`config.mk`:
```
export PLATFORM = sky130hd
export DESIGN_NAME = ysyx_22041211_wbu_flat
export DESIGN_NICKNAME = d
export VERILOG_FILES = /design/src/rtl/ysyx_22041211_defs.sv /design/src/rtl/ysyx_22041211_wbu_if.sv /design/src/rtl/ysyx_22041211_load_ext.sv /design/src/rtl/ysyx_22041211_wbu.sv /design/src/flat_wrapper.sv
export SDC_FILE = /design/constraint.sdc
export NUM_CORES = 1
export LEC_CHECK = 0
export CAP_MARGIN = 30
export CORE_AREA = 2 2 118 120
export CTS_BUF_LIST = sky130_fd_sc_hd__clkbuf_2 sky130_fd_sc_hd__clkbuf_4 sky130_fd_sc_hd__clkbuf_8
export DETAILED_ROUTE_END_ITERATION = 7
export DIE_AREA = 0 0 120 122
export HOLD_SLACK_MARGIN = 0.06
export PLACE_DENSITY = 0.56
export SETUP_SLACK_MARGIN = 0.4
export SLEW_MARGIN = 10
export SYNTH_ARGS = -nofsm -noshare
export SYNTH_HDL_FRONTEND = slang
export SYNTH_HIERARCHICAL = 1
export SYNTH_SLANG_ARGS = --single-unit
```
`constraint.sdc`:
```
create_clock -name clk -period 2.1 [get_ports clk]
set_input_delay 0.315 -clock clk [delete_from_list [all_inputs] [get_ports clk]]
set_output_delay 0.315 -clock clk [all_outputs]
set_load 0.1 [all_outputs]
```
`src/rtl/ysyx_22041211_defs.sv`:
```
// Shared definitions for the writeback unit: FSM state encoding and load-type codes.
package ysyx_22041211_defs;

  typedef enum logic [1:0] {
    IDLE     = 2'd0,
    WAIT_MEM = 2'd1,
    COMMIT   = 2'd2
  } wbu_state_t;

  localparam logic [2:0] F3_LB  = 3'b000;
  localparam logic [2:0] F3_LH  = 3'b001;
  localparam logic [2:0] F3_LW  = 3'b010;
  localparam logic [2:0] F3_LBU = 3'b100;
  localparam logic [2:0] F3_LHU = 3'b101;

endpackage

```
`src/rtl/ysyx_22041211_wbu_if.sv`:
```
// Execute-to-writeback handshake bundle; the execute stage is the master.
interface ysyx_22041211_wbu_if #(
  parameter int DATA_WIDTH = 32
);
  logic                  exu_valid;
  logic                  exu_ready;
  logic [4:0]            exu_rd;
  logic                  exu_wen;
  logic                  exu_is_load;
  logic [2:0]            exu_funct3;
  logic [DATA_WIDTH-1:0] exu_result;

  modport master (
    output exu_valid, exu_rd, exu_wen, exu_is_load, exu_funct3, exu_result,
    input  exu_ready
  );

  modport slave (
    input  exu_valid, exu_rd, exu_wen, exu_is_load, exu_funct3, exu_result,
    output exu_ready
  );
endinterface

```
`src/rtl/ysyx_22041211_load_ext.sv`:
```
// Combinational load data extraction: picks byte/half from an aligned word and extends it.
module ysyx_22041211_load_ext
  import ysyx_22041211_defs::*;
#(
  parameter int DATA_WIDTH = 32
) (
  input  logic [2:0]            i_funct3,
  input  logic [1:0]            i_addr,
  input  logic [DATA_WIDTH-1:0] i_rdata,
  output logic [DATA_WIDTH-1:0] o_data
);

  logic [7:0]  w_byte;
  logic [15:0] w_half;

  // Misaligned halfwords fall back to the aligned half containing the address.
  assign w_byte = i_rdata[{i_addr, 3'b000} +: 8];
  assign w_half = i_rdata[{i_addr[1], 4'b0000} +: 16];

  always_comb begin
    o_data = i_rdata;
    case (i_funct3)
      F3_LB:   o_data = {{(DATA_WIDTH-8){w_byte[7]}}, w_byte};
      F3_LH:   o_data = {{(DATA_WIDTH-16){w_half[15]}}, w_half};
      F3_LBU:  o_data = {{(DATA_WIDTH-8){1'b0}}, w_byte};
      F3_LHU:  o_data = {{(DATA_WIDTH-16){1'b0}}, w_half};
      default: o_data = i_rdata;
    endcase
  end

endmodule

```
`src/rtl/ysyx_22041211_wbu.sv`:
```
// Writeback unit: accepts one EXU result at a time, waits for load data if needed,
// and retires it to the register file with a one-cycle commit pulse.
module ysyx_22041211_wbu
  import ysyx_22041211_defs::*;
#(
  parameter int DATA_WIDTH = 32
) (
  input  logic                  clk,
  input  logic                  rst,
  ysyx_22041211_wbu_if.slave    exu,
  input  logic                  mem_rvalid,
  input  logic [DATA_WIDTH-1:0] mem_rdata,
  output logic                  rf_regWrite,
  output logic [4:0]            rf_rd,
  output logic [DATA_WIDTH-1:0] rf_wdata,
  output logic                  wb_busy,
  output logic [4:0]            wb_busy_rd,
  output logic                  commit
);

  wbu_state_t            r_state;
  wbu_state_t            w_next_state;
  logic [4:0]            r_rd;
  logic                  r_wen;
  logic [2:0]            r_funct3;
  logic [1:0]            r_addr_lo;
  logic [4:0]            r_rf_rd;
  logic [DATA_WIDTH-1:0] r_rf_wdata;
  logic [DATA_WIDTH-1:0] w_ext_data;
  logic                  w_xfer;
  logic                  w_commit;

  ysyx_22041211_load_ext #(
    .DATA_WIDTH(DATA_WIDTH)
  ) u_load_ext (
    .i_funct3(r_funct3),
    .i_addr  (r_addr_lo),
    .i_rdata (mem_rdata),
    .o_data  (w_ext_data)
  );

  // Gating with rst keeps the reset cycle free of handshakes and register writes.
  assign exu.exu_ready = (r_state == IDLE) && rst;
  assign w_xfer        = exu.exu_valid && exu.exu_ready;
  assign w_commit      = (r_state == COMMIT) && rst;

  // NOTE: state registers use non-blocking assignments so every flop samples pre-edge values.
  always_ff @(posedge clk) begin
    if (!rst) r_state <= IDLE;
    else      r_state <= w_next_state;
  end

  // NOTE: the default assignment comes first so no path through always_comb infers a latch.
  always_comb begin
    w_next_state = r_state;
    case (r_state)
      IDLE:     if (w_xfer) w_next_state = exu.exu_is_load ? WAIT_MEM : COMMIT;
      WAIT_MEM: if (mem_rvalid) w_next_state = COMMIT;
      COMMIT:   w_next_state = IDLE;
      default:  w_next_state = IDLE;
    endcase
  end

  // Output registers only change on entry to COMMIT, so rf_rd/rf_wdata hold between retirements.
  always_ff @(posedge clk) begin
    if (!rst) begin
      r_rd       <= '0;
      r_wen      <= 1'b0;
      r_funct3   <= '0;
      r_addr_lo  <= '0;
      r_rf_rd    <= '0;
      r_rf_wdata <= '0;
    end else begin
      case (r_state)
        IDLE: begin
          if (w_xfer) begin
            r_rd  <= exu.exu_rd;
            r_wen <= exu.exu_wen;
            if (exu.exu_is_load) begin
              r_funct3  <= exu.exu_funct3;
              r_addr_lo <= exu.exu_result[1:0];
            end else begin
              r_rf_rd    <= exu.exu_rd;
              r_rf_wdata <= exu.exu_result;
            end
          end
        end
        WAIT_MEM: begin
          if (mem_rvalid) begin
            r_rf_rd    <= r_rd;
            r_rf_wdata <= w_ext_data;
          end
        end
        default: ;
      endcase
    end
  end

  assign commit      = w_commit;
  assign rf_regWrite = w_commit && r_wen && (r_rd != 5'd0);
  assign rf_rd       = r_rf_rd;
  assign rf_wdata    = r_rf_wdata;
  assign wb_busy     = (r_state == WAIT_MEM);
  assign wb_busy_rd  = (wb_busy && r_wen) ? r_rd : 5'd0;

endmodule

```
`src/flat_wrapper.sv`:
```
// flat-port wrapper written by rule: the top's interface ports become plain ports
module ysyx_22041211_wbu_flat import ysyx_22041211_defs::*;
#(
  parameter int DATA_WIDTH = 32
)
  (clk, rst, mem_rvalid, mem_rdata, rf_regWrite, rf_rd, rf_wdata, wb_busy, wb_busy_rd, commit, exu_exu_valid, exu_exu_rd, exu_exu_wen, exu_exu_is_load, exu_exu_funct3, exu_exu_result, exu_exu_ready);
  ysyx_22041211_wbu_if #(.DATA_WIDTH(DATA_WIDTH)) exu_i ();
  input  logic clk;
  input  logic rst;
  input  logic mem_rvalid;
  input  logic [DATA_WIDTH-1:0] mem_rdata;
  output logic rf_regWrite;
  output logic [4:0] rf_rd;
  output logic [DATA_WIDTH-1:0] rf_wdata;
  output logic wb_busy;
  output logic [4:0] wb_busy_rd;
  output logic commit;
  input wire logic [$bits(exu_i.exu_valid)-1:0] exu_exu_valid;
  input wire logic [$bits(exu_i.exu_rd)-1:0] exu_exu_rd;
  input wire logic [$bits(exu_i.exu_wen)-1:0] exu_exu_wen;
  input wire logic [$bits(exu_i.exu_is_load)-1:0] exu_exu_is_load;
  input wire logic [$bits(exu_i.exu_funct3)-1:0] exu_exu_funct3;
  input wire logic [$bits(exu_i.exu_result)-1:0] exu_exu_result;
  output wire logic [$bits(exu_i.exu_ready)-1:0] exu_exu_ready;
  assign exu_i.exu_valid = exu_exu_valid;
  assign exu_i.exu_rd = exu_exu_rd;
  assign exu_i.exu_wen = exu_exu_wen;
  assign exu_i.exu_is_load = exu_exu_is_load;
  assign exu_i.exu_funct3 = exu_exu_funct3;
  assign exu_i.exu_result = exu_exu_result;
  assign exu_exu_ready = exu_i.exu_ready;
  ysyx_22041211_wbu #(.DATA_WIDTH(DATA_WIDTH)) u_core (.clk(clk), .rst(rst), .exu(exu_i), .mem_rvalid(mem_rvalid), .mem_rdata(mem_rdata), .rf_regWrite(rf_regWrite), .rf_rd(rf_rd), .rf_wdata(rf_wdata), .wb_busy(wb_busy), .wb_busy_rd(wb_busy_rd), .commit(commit));
endmodule
```
# Word level (Yosys, flattened, before mapping)
# Cells that the tools add are included.
# totals
wordCells	45
ff_bits	50
# op_classes
shift	2
n_mux	14
reduce_logical	14
eq_ne	8
# ops
op	n
$pmux W32 S4	1
$mux W32	3
$pmux W32 S2	1
$shiftx A32 B6 Y16	1
$shiftx A32 B6 Y8	1
$mux W5	4
$pmux W5 S2	1
$eq A3 B3 Y1 const B	2
$logic_and A1 B1 Y1	6
$mux W2	3
$reduce_bool A5 Y1	1
$ne A2 B2 Y1 const B	2
$pmux W2 S2	1
$reduce_and A2 Y1	2
$reduce_and A4 Y1	1
$eq A3 B1 Y1 const B	1
$logic_not A3 Y1	1
$reduce_and A3 Y1	1
$eq A2 B1 Y1 const B	1
$eq A2 B2 Y1 const B	1
$logic_not A2 Y1	1
$ne A2 B1 Y1 const B	1
$reduce_bool A2 Y1	1

# Logic depth before layout (Yosys ltp)
# Gate-level depths: netlist (run 1).
# depth
depth_word	5
ltp_mapped	7

# Hierarchy
# Netlist (run 1), hierarchy kept.
# by_module_without_submodules
mod	area_per_inst_um2	cells_each	n_inst	seq_area_each_um2
ysyx_22041211_wbu	2466.1	245	1	1001.0
ysyx_22041211_load_ext	794.5	118	1	0.0

# Worst setup path after synthesis (run 1)
# OpenSTA, ideal clock, no wires.
# synth_timing
path_kind	register to output
start	register u_core.r_state[0]
end	output rf_regWrite
arrival_time_ps	3158
path_stages_with_launch	7
n_path_buf	3
setup_slack_ps	-1373
path_cell_list	dfxtp_1 buf_6 buf_6 buf_2 and3b_1 nand2_1 a21oi_1
# synth_via
elab_chain_cells	4
# synth_rtl
item	line_no	source
start, declared	ysyx_22041211_wbu.sv:21	wbu_state_t r_state;
start signal, assigned	ysyx_22041211_wbu.sv:50	else r_state <= w_next_state;
$eq A2 B2 Y1	ysyx_22041211_wbu.sv:45	assign w_commit = (r_state == COMMIT) && rst;
$logic_and A1 B1 Y1	ysyx_22041211_wbu.sv:45	
named net commit	flat_wrapper.sv:17	output logic commit;
$logic_and A1 B1 Y1 (2 in a row)	ysyx_22041211_wbu.sv:100	assign rf_regWrite = w_commit && r_wen && (r_rd != 5'd0);
end, declared	flat_wrapper.sv:12	output logic rf_regWrite;
# The timed path passes the listed nets, and every way through them passes these cells.

# Worst setup path after layout (run 1)
# layout_timing
start	register u_core.r_addr_lo[1]
end	register u_core.r_rf_wdata[10], in the netlist u_core/rf_wdata[10]
# layout_via
elab_chain_cells	4
# layout_rtl
item	line_no	source
start, declared	ysyx_22041211_wbu.sv:26	logic [1:0] r_addr_lo;
start signal, assigned	ysyx_22041211_wbu.sv:81	r_addr_lo <= exu.exu_result[1:0];
$shiftx A32 B6 Y16 or $shiftx A32 B6 Y8 (tied branches)	ysyx_22041211_load_ext.sv:18, ysyx_22041211_load_ext.sv:17	
$pmux W32 S4 (*)	ysyx_22041211_load_ext.sv:22	case (i_funct3)
named net u_core.w_ext_data[10]	ysyx_22041211_wbu.sv:29	logic [DATA_WIDTH-1:0] w_ext_data;
$mux W32 (*)	ysyx_22041211_wbu.sv:89	if (mem_rvalid) begin
$pmux W32 S2 (*)	ysyx_22041211_wbu.sv:74	case (r_state)
end signal, assigned	ysyx_22041211_wbu.sv:84	r_rf_wdata <= exu.exu_result;
end signal, assigned	ysyx_22041211_wbu.sv:91	r_rf_wdata <= w_ext_data;
end, declared	ysyx_22041211_wbu.sv:28	logic [DATA_WIDTH-1:0] r_rf_wdata;
# Mark *: on every way through the listed nets, which the timed path passes. The rest lies on a longest branch. The select of a mux whose other input is x is not followed.
# A chain may end at the register's enable or synchronous reset.

==> out/qor.yml, run 1 <==
logic_synthesis:
  synth_top_area_share_pct: 30.70
  synth.avg_cell_area_um2: 8.982
  yosysTopAreaCell: "dfxtp_1"
  synth_ff_type: "dfxtp_1"
  ys_seq_elements: 50
  synth-edff-count: 0
  synth_most_common_cell: "nand2_1"
  netlist_area_um2: 3261
  synth_common_cells: "nand2_1 (51), dfxtp_1 (50), nor2b_1 (47), a211o_1 (37), o221a_1 (37)"
  syn-num-nets: 441
  synthArstFlopShare_pct: 0
  synthDistinctLibCells: 34
  syn_inst: 363
  ys_warn_count: 6
  ys_top_cells_by_area: "dfxtp_1 (31%), o221a_1 (13%), a211o_1 (9.9%), nor2b_1 (9.0%), nand2_1 (5.9%)"
  ys_seq_area_share_pct: 30.70
detailed_routing:
  routed_via_density: 5.014
  drt-total-wl_um: 11930
  detail-route-antenna-nets: 0
  firstDrtPassIters: 4
  drc: 0
  num_vias: 3304
  wl_per_cell_um: 18.11
  dr.first_iter.drc_count: 190
setup_path:
  crit_end: "u_core/rf_wdata[10]$_SDFFE_PN0P_"
  r2r_slack_ps: 130
  path_class: "reg2reg"
  timing.rr.start: "u_core/r_addr_lo[1]$_SDFFE_PN0P_"
  crit_path_end_kind: "flip-flop"
  crit_required_ps: 2310
  crit_path_max_fanout: 8
  crit_start: "u_core/r_addr_lo[1]$_SDFFE_PN0P_"
  reg2reg_to: "u_core/rf_wdata[10]$_SDFFE_PN0P_"
  arrival_ps: 2180
  rr_worst_depth: 5
  cp-start-kind: "flip-flop"
die:
  rows: 43
  die_w_um: 120
  die_area_um2: 14640
  start_util_pct: 24.15
  coreArea_um2: 13500
  die_y_um: 122
  pin_count: 124
pwr:
  powerDensity_nw_per_um2: 618.5
  vdd_drop_max_mv: 0.2661
  leakage_uw: 0.002078
timing:
  drv_slew: 0
  max_freq_ghz: 0.5064
  maxSlewHeadroom_pct: 61.81
  setup_viol: 0
  rsz0062_at_grt: "yes"
  fin_crit_sh_pct: 94.04
  period_needed_ps: 1975
  tightestPinTransition_ps: 571.7
  fin_tns_setup_ps: 0
  finClkSkew_ps: 11.49
  finalHoldViolCount: 0
clocking:
  clk_latency_ps: 310
  cts_root_buf: "clkbuf_8"
  htree_levels: 2
  cts-hold-fix-buffers: 0
  cts_sinks: 50
  cts_inserted_buffers: 5
  cts_tree: "done"
  path_clk_slew_ps: 110
  clockBufferDepth: 2
grt:
  grt_pass1_vias: 3279
  grt_max_degree: 37
  grt.met3_usage_pct: 3.605
  use_met1_pct: 20.74
  grt-ovfl-total: 0
  antenna_found_initial: 0
  grt.busiest_layer: "met2"
  grt_pass1_wl_um: 18040
  gr-usage-met2_pct: 25.89
  grt_usage_pct: 15.63
placement:
  placed_area_um2: 4718
  placedCellCount: 642
  port_buffers: 123
  dp_hpwl_um: 8474
  place_congestion: 0.8324
status:
  status: "finished, final reports clean"
job:
  cap_violations: 0
cells_and_area:
  final_nets: 556
  stdcell_area_um2: 4991
  diodes: 0
  drive_gt1_share_pct: 22.13
  areaGrowthSynthToFinish_pct: 53.07
  fin_cells: 659
  fin_util_pct: 36.96
min_path:
  hold_depth: 2
  holdCritPathClass: "in2reg"
[stage by stage]
step                      power, uW  setup WS [ps]  hold WS (ps)
after floorplan                1880         -54.22         427.2
after global placement         2241         -206.6         468.7
after detailed placement       2249         -234.6         478.2
after CTS                      3110          129.2         365.9
after global routing           3205          71.06         373.7
final                          3087          125.2         377.4
[power by group]
part	leakage, uW	switching (uW)	internal [uW]
Combinational	0.00160	714	467
Sequential	0.000412	53.1	1010
Clock	0.0000683	363	478
Total	0.00208	1130	1960
[per-layer routing]
metal	up-vias	part of all wire (%)	wire length, um
li1	1593	-	-
met1	1595	46	5472
met2	107	47	5619
met3	9	6.2	735
met4	0	0.88	105
met5	-	0	0
[state kept, by name (all words and copies together), names as in the netlist]
register and count:
u_core/rf_rd 5, u_core/r_wen 1, u_core/rf_wdata 32, u_core/r_state 2, u_core/r_funct3 3, u_core/r_rd 5
u_core/r_addr_lo 2
[cells by family after synthesis]
kind of cell | synth area share [%]
AND/OR/NAND/NOR | 21.87
AO/OA/AOI/OAI | 33.65
flip-flops | 30.70
buffers and inverters | 8.442
multiplexers | 5.334
[worst max-delay path: stages, from the launching register on]
cell,delay (ps)
dfxtp_4,380
mux4_2,550
and2_4,200
a221o_1,280
a211o_1,260
o221a_1,200
[what timing repair did]
action | in CTS | in global routing
pin swaps | 1 | 2
buffers inserted | 6 | 1
setup endpoints to repair | 39 | 39
gates resized for setup | 12 | 5
cloned | 1 | 1
[worst min-delay path by stage]
stage,startpoint,to,slack [ps]
after floorplan,u_core/r_funct3[1]$_SDFFE_PN0P_,u_core/r_funct3[1]$_SDFFE_PN0P_,430
after detailed placement,u_core/r_funct3[2]$_SDFFE_PN0P_,u_core/r_funct3[2]$_SDFFE_PN0P_,480
after CTS,rst,u_core/r_state[0]$_SDFFE_PN0P_,370
after global routing,rst,u_core/r_state[0]$_SDFFE_PN0P_,370
after global placement,u_core/r_funct3[2]$_SDFFE_PN0P_,u_core/r_funct3[2]$_SDFFE_PN0P_,470
final,rst,u_core/r_state[0]$_SDFFE_PN0P_,380
[placed cells by master, fill, tap and decap left out, types with 3 or more instances in the layout]
cell / instances
a221o_1: 8
dlygate4sd2_1: 4
clkbuf_8: 5
nand3_1: 5
o221a_1: 37
a21oi_1: 8
dfxtp_1: 47
a211o_1: 37
o21ai_1: 11
and3_4: 5
a22o_1: 8
and2_1: 3
o22a_1: 8
buf_12: 13
nor2b_1: 46
clkdlybuf4s50_1: 72
nand3b_1: 8
buf_4: 59
mux2i_1: 14
nand2_1: 50
dfxtp_4: 3
[area by class of cell]
| cell class | instances | area [um2] |
|---|---|---|
| timing repair inverter | 1 | 7.507 |
| clock inverter | 3 | 68.82 |
| timing repair buffer | 152 | 1535 |
| fill | 1394 | 8513 |
| clock buffer | 5 | 68.82 |
| sequential | 50 | 1012 |
| multi-input combinational | 267 | 2066 |
| tap | 180 | 225.2 |
| inverter | 1 | 7.507 |
Power figures use the tool's default switching activity.
==> inputs of run 2 (changes only) <==
--- a/config.mk
+++ b/config.mk
@@ -10,6 +10,7 @@
 export CTS_BUF_LIST = sky130_fd_sc_hd__clkbuf_2 sky130_fd_sc_hd__clkbuf_4 sky130_fd_sc_hd__clkbuf_8
 export DETAILED_ROUTE_END_ITERATION = 7
 export DIE_AREA = 0 0 120 122
+export GPL_TIMING_DRIVEN = 0
 export HOLD_SLACK_MARGIN = 0.06
 export PLACE_DENSITY = 0.56
 export SETUP_SLACK_MARGIN = 0.4
==> out/qor.yml, run 2 (same netlist as run 1, synthesis figures left out) <==
placement:
  dp_hpwl_um: 9779
  placedCellCount: 665
  placed_area_um2: 4797
  port_buffers: 122
  place_congestion: 0.8178
cells_and_area:
  diodes: 0
  regArea_um2: 1003
  most-common-layout-cells: "clkdlybuf4s50_1 (74), nand2_1 (49), dfxtp_1 (48)"
  multi_input_area_um2: 2053
  areaGrowthSynthToFinish_pct: 64.97
  fin_util_pct: 39.83
  drive_gt1_share_pct: 26.20
  largest_reg_flops: 32
  final_nets: 596
  stdcell_area_um2: 5379
  mostFrequentLayoutCell: "clkdlybuf4s50_1"
  fillerInstances: 1386
  fin_cells: 699
setup_path:
  cp-start-kind: "primary input"
  crit_path_max_fanout: 8
  reg2reg_to: "u_core/rf_wdata[14]$_SDFFE_PN0P_"
  timing.rr.start: "u_core/r_addr_lo[1]$_SDFFE_PN0P_"
  crit_path_end_kind: "flip-flop"
  crit_required_ps: 2320
  path_class: "in2reg"
  crit_slowest_cell: "mux4_2"
  path_cells: "clkdlybuf4s50_1 > mux4_2 > and2_4 > buf_6 > a221o_1 > a211o_1 > o221a_1"
  arrival_ps: 2330
  r2r_slack_ps: -10
  rr_worst_depth: 7
  max_stage_delay_ps: 520
job:
  cap_violations: 0
detailed_routing:
  dr.first_iter.drc_count: 198
  wl_per_cell_um: 18.50
  drc: 0
  routed_via_density: 4.896
  firstDrtPassIters: 4
  drt-total-wl_um: 12930
  detail-route-antenna-nets: 0
  num_vias: 3422
die:
  pin_count: 124
  die_w_um: 120
  start_util_pct: 24.15
  die_y_um: 122
  die_area_um2: 14640
  coreArea_um2: 13500
  rows: 43
pwr:
  switching_share_pct: 39.62
  p_total_uw: 2937
  p_int_uw: 1774
  p_sw_uw: 1164
  vdd_drop_max_mv: 0.3095
  powerDensity_nw_per_um2: 546.1
  seqPwrFrac_pct: 36.1
  leakage_uw: 0.002170
  p_comb_share_pct: 43.1
  pwr-share-clk_pct: 20.8
timing:
  finalHoldViolCount: 0
  max_freq_ghz: 0.4730
  fin_crit_sh_pct: 100.7
  finClkSkew_ps: 10.37
  drv_slew: 0
  rsz0062_at_grt: "yes"
  timing.hold.ws_ps: 335.5
  setup_viol: 2
  tightestPinTransition_ps: 586.5
  maxSlewHeadroom_pct: 60.90
  layout_setup_ws_ps: -14.16
  period_needed_ps: 2114
grt:
  grt_pass1_wl_um: 19930
  grt_pass1_vias: 3541
  grt_usage_pct: 17.54
  grt_max_degree: 18
  antenna_found_initial: 0
  grt-ovfl-total: 0
min_path:
  min-delay-start: "rst"
  hold_depth: 3
  holdCritPathClass: "in2reg"
  min_to: "u_core/r_addr_lo[0]$_SDFFE_PN0P_"
clocking:
  cts_root_buf: "clkbuf_8"
  clk_latency_ps: 320
  cts_sinks: 50
  cts-hold-fix-buffers: 0
  htree_levels: 2
  cts_tree: "done"
  path_clk_slew_ps: 100
  clockBufferDepth: 2
  cts_inserted_buffers: 5
status:
  status: "finished, violations left"
  violations: "setup timing"
## run 2: cell types whose count changed in the layout (fill, tap and decap cells not counted), sizes merged, moves of 2 or more
cell,delta
clkdlybuf4s50,+2
buf,-20
clkbuf,+25
clkdlybuf4s15,+37
dlygate4sd2,-2
bufinv,-2
## run 2: routing by layer
metal	GRT usage, %	share of wire (%)
met5	0	0
met4	3.824	1.6
met1	23.40	47
met2	29.44	47
met3	3.324	4.9
## run 2: worst max path at each step
stage / start / endpoint / slack, ps / cells past startpoint
finish: mem_rdata[7] / u_core/rf_wdata[14]$_SDFFE_PN0P_ / -10 / 7
global route: u_core/r_addr_lo[1]$_SDFFE_PN0P_ / u_core/rf_wdata[14]$_SDFFE_PN0P_ / -60 / 7
CTS: u_core/r_addr_lo[1]$_SDFFE_PN0P_ / u_core/rf_wdata[14]$_SDFFE_PN0P_ / 7 / 7
detailed placement: u_core/r_state[0]$_SDFFE_PN0P_ / rf_regWrite / -560 / 7
global placement: u_core/r_state[0]$_SDFFE_PN0P_ / rf_regWrite / -560 / 7
floorplan: u_core/r_state[0]$_SDFFE_PN0P_ / rf_regWrite / -50 / 6
## run 2: final cells by class
| class | instances | share of cell area (%) |
|---|---|---|
| clock inverter | 3 | 0.4420 |
| inverter | 1 | 0.1396 |
| buffer | 45 | 7.211 |
| sequential | 50 | 18.66 |
| multi-input combinational | 267 | 38.17 |
| clock buffer | 5 | 1.279 |
| tap | 180 | 4.187 |
| timing repair buffer | 148 | 29.91 |
## run 2: what timing repair did
| action | in CTS | in global routing |
|---|---|---|
| pin swaps | 2 | 5 |
| gates resized for setup | 209 | 27 |
| cloned | 1 | 1 |
| setup endpoints to repair | 78 | 45 |
| setup buffers | 9 | 15 |
## run 2: power groups by stage
| stage | clock (uW) | sequential, uW | combinational, uW |
|---|---|---|---|
| after global routing | 667 | 1070 | 1340 |
| final | 611 | 1060 | 1270 |
| after floorplan | 0 | 1420 | 458 |
| after detailed placement | 0 | 1080 | 1190 |
| after global placement | 0 | 1080 | 1190 |
| after CTS | 640 | 1060 | 1220 |
## run 2: critical path, delay by kind of cell
family | cells | cell delay [ps]
compound gates | 3 | 750
buf+inv | 2 | 590
mux | 1 | 520
simple gates | 1 | 160
## run 2: per-stage QoR
| step | setup slack (ps) | setup TNS [ps] |
|---|---|---|
| final | -14.16 | -14.39 |
| after detailed placement | -561.0 | -13290 |
| after global placement | -564.1 | -12830 |
| after floorplan | -54.22 | -54.22 |
| after CTS | 7.381 | 0 |
| after global routing | -62.72 | -885.0 |
